==> config.mk <==
export PLATFORM = sky130hd
export DESIGN_NAME = pcm_frame_fifo
export DESIGN_NICKNAME = d
export VERILOG_FILES = /design/src/rtl/pcm_frame_fifo.sv
export SDC_FILE = /design/constraint.sdc
export NUM_CORES = 1
export LEC_CHECK = 0
export CORE_ASPECT_RATIO = 1.75
export CORE_MARGIN = 2
export CORE_UTILIZATION = 35
export CTS_CLUSTER_DIAMETER = 120
export DETAILED_ROUTE_END_ITERATION = 7
export HOLD_SLACK_MARGIN = 0.12
export PLACE_DENSITY = 0.52
export SLEW_MARGIN = 20
export SYNTH_ARGS = -nofsm -noshare
export SYNTH_HDL_FRONTEND = slang
export SYNTH_SLANG_ARGS = --single-unit
==> constraint.sdc <==
create_clock -name clk -period 11.6 [get_ports clk]
set_input_delay 2.32 -clock clk [delete_from_list [all_inputs] [get_ports clk]]
set_output_delay 2.32 -clock clk [all_outputs]
set_load 0.005 [all_outputs]
==> src/rtl/pcm_frame_fifo.sv <==
// pcm_frame_fifo: converts I2S sample words to saturated signed PCM, buffers
// them in a first-word-fall-through FIFO with frame-boundary tags, and serves
// them on a valid/ready stream.
// Optional build macro PCM_DCBLOCK_EN inserts a first-order DC blocker (one
// extra pipeline stage between accept and push).
module pcm_frame_fifo #(
   parameter int unsigned DEPTH     = 16,
   parameter int unsigned SHIFT     = 14,
   parameter int unsigned OUT_W     = 16,
   parameter int unsigned FRAME_LEN = 40,
   parameter int unsigned DC_K      = 6
) (
   input  logic                       clk,
   input  logic                       rst,
   input  logic                       en,
   input  logic                       flush,
   input  logic                       in_valid,
   input  logic [31:0]                in_data,
   input  logic                       vad_active,
   input  logic                       vad_gate,
   output logic [OUT_W-1:0]           out_data,
   output logic                       out_last,
   output logic                       out_valid,
   input  logic                       out_ready,
   output logic [$clog2(DEPTH):0]     level,
   output logic                       overflow,
   input  logic                       clr_overflow,
   output logic                       frame_irq
);

   localparam int unsigned AW = $clog2(DEPTH);
   localparam int unsigned LW = AW + 1;
   localparam int unsigned FW = $clog2(FRAME_LEN);
   localparam logic signed [31:0] SAT_MAX = (32'sd1 <<< (OUT_W - 1)) - 32'sd1;
   localparam logic signed [31:0] SAT_MIN = -(32'sd1 <<< (OUT_W - 1));

   if (DEPTH < 4 || (DEPTH & (DEPTH - 1)) != 0 || FRAME_LEN < 2 || FRAME_LEN > 127 ||
       OUT_W < 2 || OUT_W > 31 || DC_K == 0) begin : g_param_check
      $error("pcm_frame_fifo: illegal parameter set");
   end

   logic                    accept;
   logic signed [31:0]      shifted;
   logic signed [OUT_W-1:0] conv;
   logic                    push_req;
   logic [OUT_W-1:0]        push_data;

   assign accept  = en & in_valid & (~vad_gate | vad_active);
   assign shifted = $signed(in_data) >>> SHIFT;

   // Saturate the shifted word into the signed OUT_W range
   always_comb begin
      conv = shifted[OUT_W-1:0];
      if (shifted > SAT_MAX)
         conv = SAT_MAX[OUT_W-1:0];
      else if (shifted < SAT_MIN)
         conv = SAT_MIN[OUT_W-1:0];
   end

`ifdef PCM_DCBLOCK_EN
   localparam int unsigned IW = OUT_W + DC_K + 2;
   localparam logic signed [IW-1:0] F_MAX = {{(DC_K + 3){1'b0}}, {(OUT_W - 1){1'b1}}};
   localparam logic signed [IW-1:0] F_MIN = {{(DC_K + 3){1'b1}}, {(OUT_W - 1){1'b0}}};

   logic signed [OUT_W-1:0] x_prev, y_prev, filt;
   logic signed [IW-1:0]    xe, xpe, ype, sum;
   logic                    push_req_r;
   logic [OUT_W-1:0]        push_data_r;

   assign xe  = {{(DC_K + 2){conv[OUT_W-1]}}, conv};
   assign xpe = {{(DC_K + 2){x_prev[OUT_W-1]}}, x_prev};
   assign ype = {{(DC_K + 2){y_prev[OUT_W-1]}}, y_prev};
   assign sum = xe - xpe + ype - (ype >>> DC_K);

   // Saturate the wide filter result back to OUT_W
   always_comb begin
      filt = sum[OUT_W-1:0];
      if (sum > F_MAX)
         filt = F_MAX[OUT_W-1:0];
      else if (sum < F_MIN)
         filt = F_MIN[OUT_W-1:0];
   end

   // Filter history advances on every accept; the result is pushed next cycle
   always_ff @(posedge clk or posedge rst) begin
      if (rst) begin
         x_prev      <= '0;
         y_prev      <= '0;
         push_req_r  <= 1'b0;
         push_data_r <= '0;
      end else if (flush) begin
         x_prev      <= '0;
         y_prev      <= '0;
         push_req_r  <= 1'b0;
         push_data_r <= '0;
      end else begin
         push_req_r <= accept;
         if (accept) begin
            x_prev      <= conv;
            y_prev      <= filt;
            push_data_r <= filt;
         end
      end
   end

   assign push_req  = push_req_r;
   assign push_data = push_data_r;
`else
   assign push_req  = accept;
   assign push_data = conv;
`endif

   logic [OUT_W:0]   mem [DEPTH];
   logic [LW-1:0]    wr_ptr, rd_ptr;
   logic [FW-1:0]    frame_cnt;
   logic             full, pop, push_ok, drop, last_w;
   logic [OUT_W:0]   head;

   assign level     = wr_ptr - rd_ptr;
   assign out_valid = (level != '0);
   assign full      = (level == LW'(DEPTH));
   assign pop       = out_valid & out_ready;
   // A full FIFO still takes a push when the head leaves in the same cycle
   assign push_ok   = push_req & (~full | pop);
   assign drop      = push_req & full & ~pop;
   assign last_w    = (frame_cnt == FW'(FRAME_LEN - 1));
   assign head      = mem[rd_ptr[AW-1:0]];
   assign out_data  = out_valid ? head[OUT_W-1:0] : '0;
   assign out_last  = out_valid & head[OUT_W];

   // Pointer, frame counter and frame interrupt update
   always_ff @(posedge clk or posedge rst) begin
      if (rst) begin
         wr_ptr    <= '0;
         rd_ptr    <= '0;
         frame_cnt <= '0;
         frame_irq <= 1'b0;
      end else if (flush) begin
         wr_ptr    <= '0;
         rd_ptr    <= '0;
         frame_cnt <= '0;
         frame_irq <= 1'b0;
      end else begin
         frame_irq <= push_ok & last_w;
         if (pop)
            rd_ptr <= rd_ptr + 1'b1;
         if (push_ok) begin
            wr_ptr    <= wr_ptr + 1'b1;
            frame_cnt <= last_w ? '0 : frame_cnt + 1'b1;
         end
      end
   end

   // Storage write: sample plus frame-last tag
   always_ff @(posedge clk) begin
      if (push_ok && !flush)
         mem[wr_ptr[AW-1:0]] <= {last_w, push_data};
   end

   // Sticky overflow; a new drop takes priority over clearing
   always_ff @(posedge clk or posedge rst) begin
      if (rst)
         overflow <= 1'b0;
      else if (drop && !flush)
         overflow <= 1'b1;
      else if (clr_overflow)
         overflow <= 1'b0;
   end

endmodule

==> results.cfg <==
[floorplan]
rows = 90
core_area_um2 = 34300
fp.dieW_um = 145
start_util = 0.354
die_y_um = 251
boundaryPins = 66
dieArea_um2 = 36300

[drt]
drc = 0
drt_iter0_markers = 445
routed_via_density = 5.19
first_pass_iters = 5
routedWlPerCell_um = 23.0
drt_wl_total_um = 27600
ant_nets = 0
vias = 6209

[synth]
synth.area.top_cells = edfxtp_1 (67%), mux4_2 (15%), dfrtp_1 (3.7%)
yosysWarnings = 0
synth_top_area_share = 0.671
synthDistinctLibCells = 46
synth_top_area_cell = edfxtp_1
syn_inst = 655
synth.avg_cell_area_um2 = 18.6
ys_ff_latch = 290
netlist_area_um2 = 12200
synth_enable_flop_cells = 272
async_flop_share = 0.0621
synthFlopType = edfxtp_1
ys_seq_area_frac = 0.708
syn_nets = 707

[placement]
port_buffers = 51
place_congestion = 0.738
dp_hpwl_um = 15800
placed_cell_area_um2 = 13300
pre_cts_ws_ns = 5.63

[finish]
num_antenna_cells = 0
seqCellArea_um2 = 8620
fillers = 3025
fin_nets = 769
area_growth_pct = 16.5
multi_input_area_um2 = 3440
fin_area_um2 = 14200
layout-drive-gt1-share = 0.242
final_util = 0.413

[sta]
final.min_clock_period_ns = 6.45
rsz0062_at_grt = false
slew_viol_final = 0
finalWorstSetupSlack_ns = 5.15
slew_headroom = 0.275
max_freq_mhz = 155
worst_pin_slew_ns = 1.09
tns_ns = 0
period_share = 0.556
finalHoldViolations = 0
fin_skew_ns = 0.00789
setup_viol_count_final = 0

[cts]
cts_tree = yes
cts_resized = 0
clock_path_buffers = 3
cts_buffers = 26
clk_pin_slew_ns = 0.07
htreeDepth = 1
postCtsHoldBufs = 0
insertion_delay_ns = 0.54
post_cts_buffers = 0
root_buffer = clkbuf_16
cts.sinks = 290

[power_and_ir_drop]
p_clk_frac = 0.300
cellLeakagePower_nw = 4.51
power_density_nw_per_um2 = 197
internal-power_w = 0.00206
combPwrFrac = 0.271
seq_power_share = 0.429
p_sw_w = 0.000742
peakVddDrop_mv = 0.115
switching_share = 0.265

[worst_setup_path]
start_kind = flop
critical_path_class = flop to output port
critPathArrivalTime_ns = 4.13
required_ns = 9.28
end_kind = output port
crit_fanout = 72

[global_routing]
grt_max_degree = 73
grt_pass1_vias = 6668
antenna_found_initial = 0
grt_usage = 0.154
grt_pass1_wl_um = 41500
grt_overflow = 0

[status]
outcome = finished, final reports clean

[run]
maxCapViolations = 0

[hold_path]
hold_class = flop to flop
-- final timing paths --
path / startpoint / to / slack [ns] / depth (start not counted)
max in group asynchronous: rst / rd_ptr[0] / 8.82 / 2
worst max-delay path: rd_ptr[1] / out_data[3] / 5.15 / 9
min in group asynchronous: rst / wr_ptr[2] / 2.22 / 2
worst max register to register: rd_ptr[1] / mem[8][6] / 7.34 / 9
worst min-delay path: overflow / overflow / 0.52 / 2
worst min register to register: overflow / overflow / 0.52 / 2
-- registers in the layout (all words and copies together) (netlist names) --
register,flops
overflow,1
wr_ptr,5
frame_cnt,6
mem,272
rd_ptr,5
frame_irq,1
-- area by class of cell --
type / count / area share
repair buffers: 73 / 0.0476
inverters: 14 / 0.00370
well taps: 460 / 0.0406
clock buffers: 30 / 0.0484
multi-input cells: 312 / 0.242
clock inverters: 17 / 0.00944
flip-flops and latches: 290 / 0.608
-- per-layer routing --
layer | track usage | vias to the layer above | part of all wire
met3 | 0.0162 | 45 | 0.041
li1 | - | 2730 | -
met5 | 0 | - | 0
met1 | 0.189 | 3281 | 0.40
met4 | 0.0563 | 0 | 0.027
met2 | 0.279 | 153 | 0.53
-- worst max-delay path, cell delays in order, from the launching register on --
cell and delay, ns:
dfrtp_2 0.34, buf_4 0.80, inv_1 0.21, fa_1 0.54, nor3b_1 0.21, nand4b_1 0.23
a22oi_2 0.25, buf_4 0.42, nor2b_1 0.11, clkdlybuf4s50_1 0.47
-- per-stage QoR --
stage,hold WS [ns],std cells,power (W)
after floorplan,0.508,655,0.00172
after global placement,0.501,1149,0.00199
after detailed placement,0.512,1149,0.00200
after CTS,0.525,1196,0.00284
after global routing,0.542,1196,0.00293
final,0.523,1196,0.00280
-- cells in the mapped netlist (6+ instances only) --
cell,n
a21oi_1,27
buf_6,8
clkbuf_1,23
dfrtp_1,18
edfxtp_1,272
ha_1,10
inv_1,12
mux2_1,7
mux4_2,82
nand2_1,25
nand2b_1,11
nand4_1,6
nor2_1,59
nor2b_1,21
nor3_1,6
nor4_1,9
-- power by group through the flow --
stage / logic, W / registers [W] / clock network [W]
finish: 0.000760 / 0.00120 / 0.000839
global route: 0.000823 / 0.00121 / 0.000896
CTS: 0.000779 / 0.00120 / 0.000860
detailed placement: 0.000777 / 0.00123 / 0
global placement: 0.000762 / 0.00123 / 0
floorplan: 0.000538 / 0.00119 / 0
-- logic make-up (layout without fill, tap and decap cells) --
| logic type | Yosys count | after routing | synth area share |
|---|---|---|---|
| adders and majority gates | 11 | 11 | 0.0119 |
| buffers and inverters | 53 | 134 | 0.0218 |
| AOI/OAI and AO/OA | 43 | 43 | 0.0213 |
| xor gates and xnor gates | 4 | 4 | 0.00288 |
| and+or+nand+nor | 159 | 159 | 0.0671 |
| muxes | 95 | 95 | 0.167 |
| DFF | 290 | 290 | 0.708 |
-- layout by cell type, fill, tap and decap left out, types with 2 or more instances in the layout --
cell | Yosys | routed
nor2b_1 | 21 | 21
dfrtp_1 | 18 | 16
a211o_1 | 2 | 2
xor2_1 | 3 | 3
nand4_1 | 6 | 6
nor3_2 | 0 | 4
mux4_2 | 82 | 82
nor4b_2 | 0 | 4
clkdlybuf4s50_1 | 0 | 51
nor2b_4 | 3 | 3
or3_1 | 3 | 3
a21oi_1 | 27 | 16
nand3b_1 | 3 | 3
o21ai_0 | 2 | 2
mux2_1 | 7 | 7
nor2_1 | 59 | 59
a21oi_2 | 1 | 12
ha_1 | 10 | 10
clkbuf_1 | 23 | 3
mux2i_1 | 3 | 3
o21ai_1 | 3 | 2
nand3_1 | 3 | 3
clkinv_2 | 0 | 5
edfxtp_1 | 272 | 272
o32ai_1 | 2 | 2
mux4_1 | 3 | 3
nand2_1 | 25 | 25
inv_1 | 12 | 12
inv_2 | 2 | 2
nor3_1 | 6 | 2
clkbuf_16 | 0 | 27
buf_4 | 0 | 22
nor4_2 | 0 | 8
bufinv_16 | 0 | 2
clkinvlp_4 | 0 | 3
nand2b_1 | 11 | 11
clkinv_1 | 0 | 7
No activity file was read; power rests on OpenSTA's default activity.
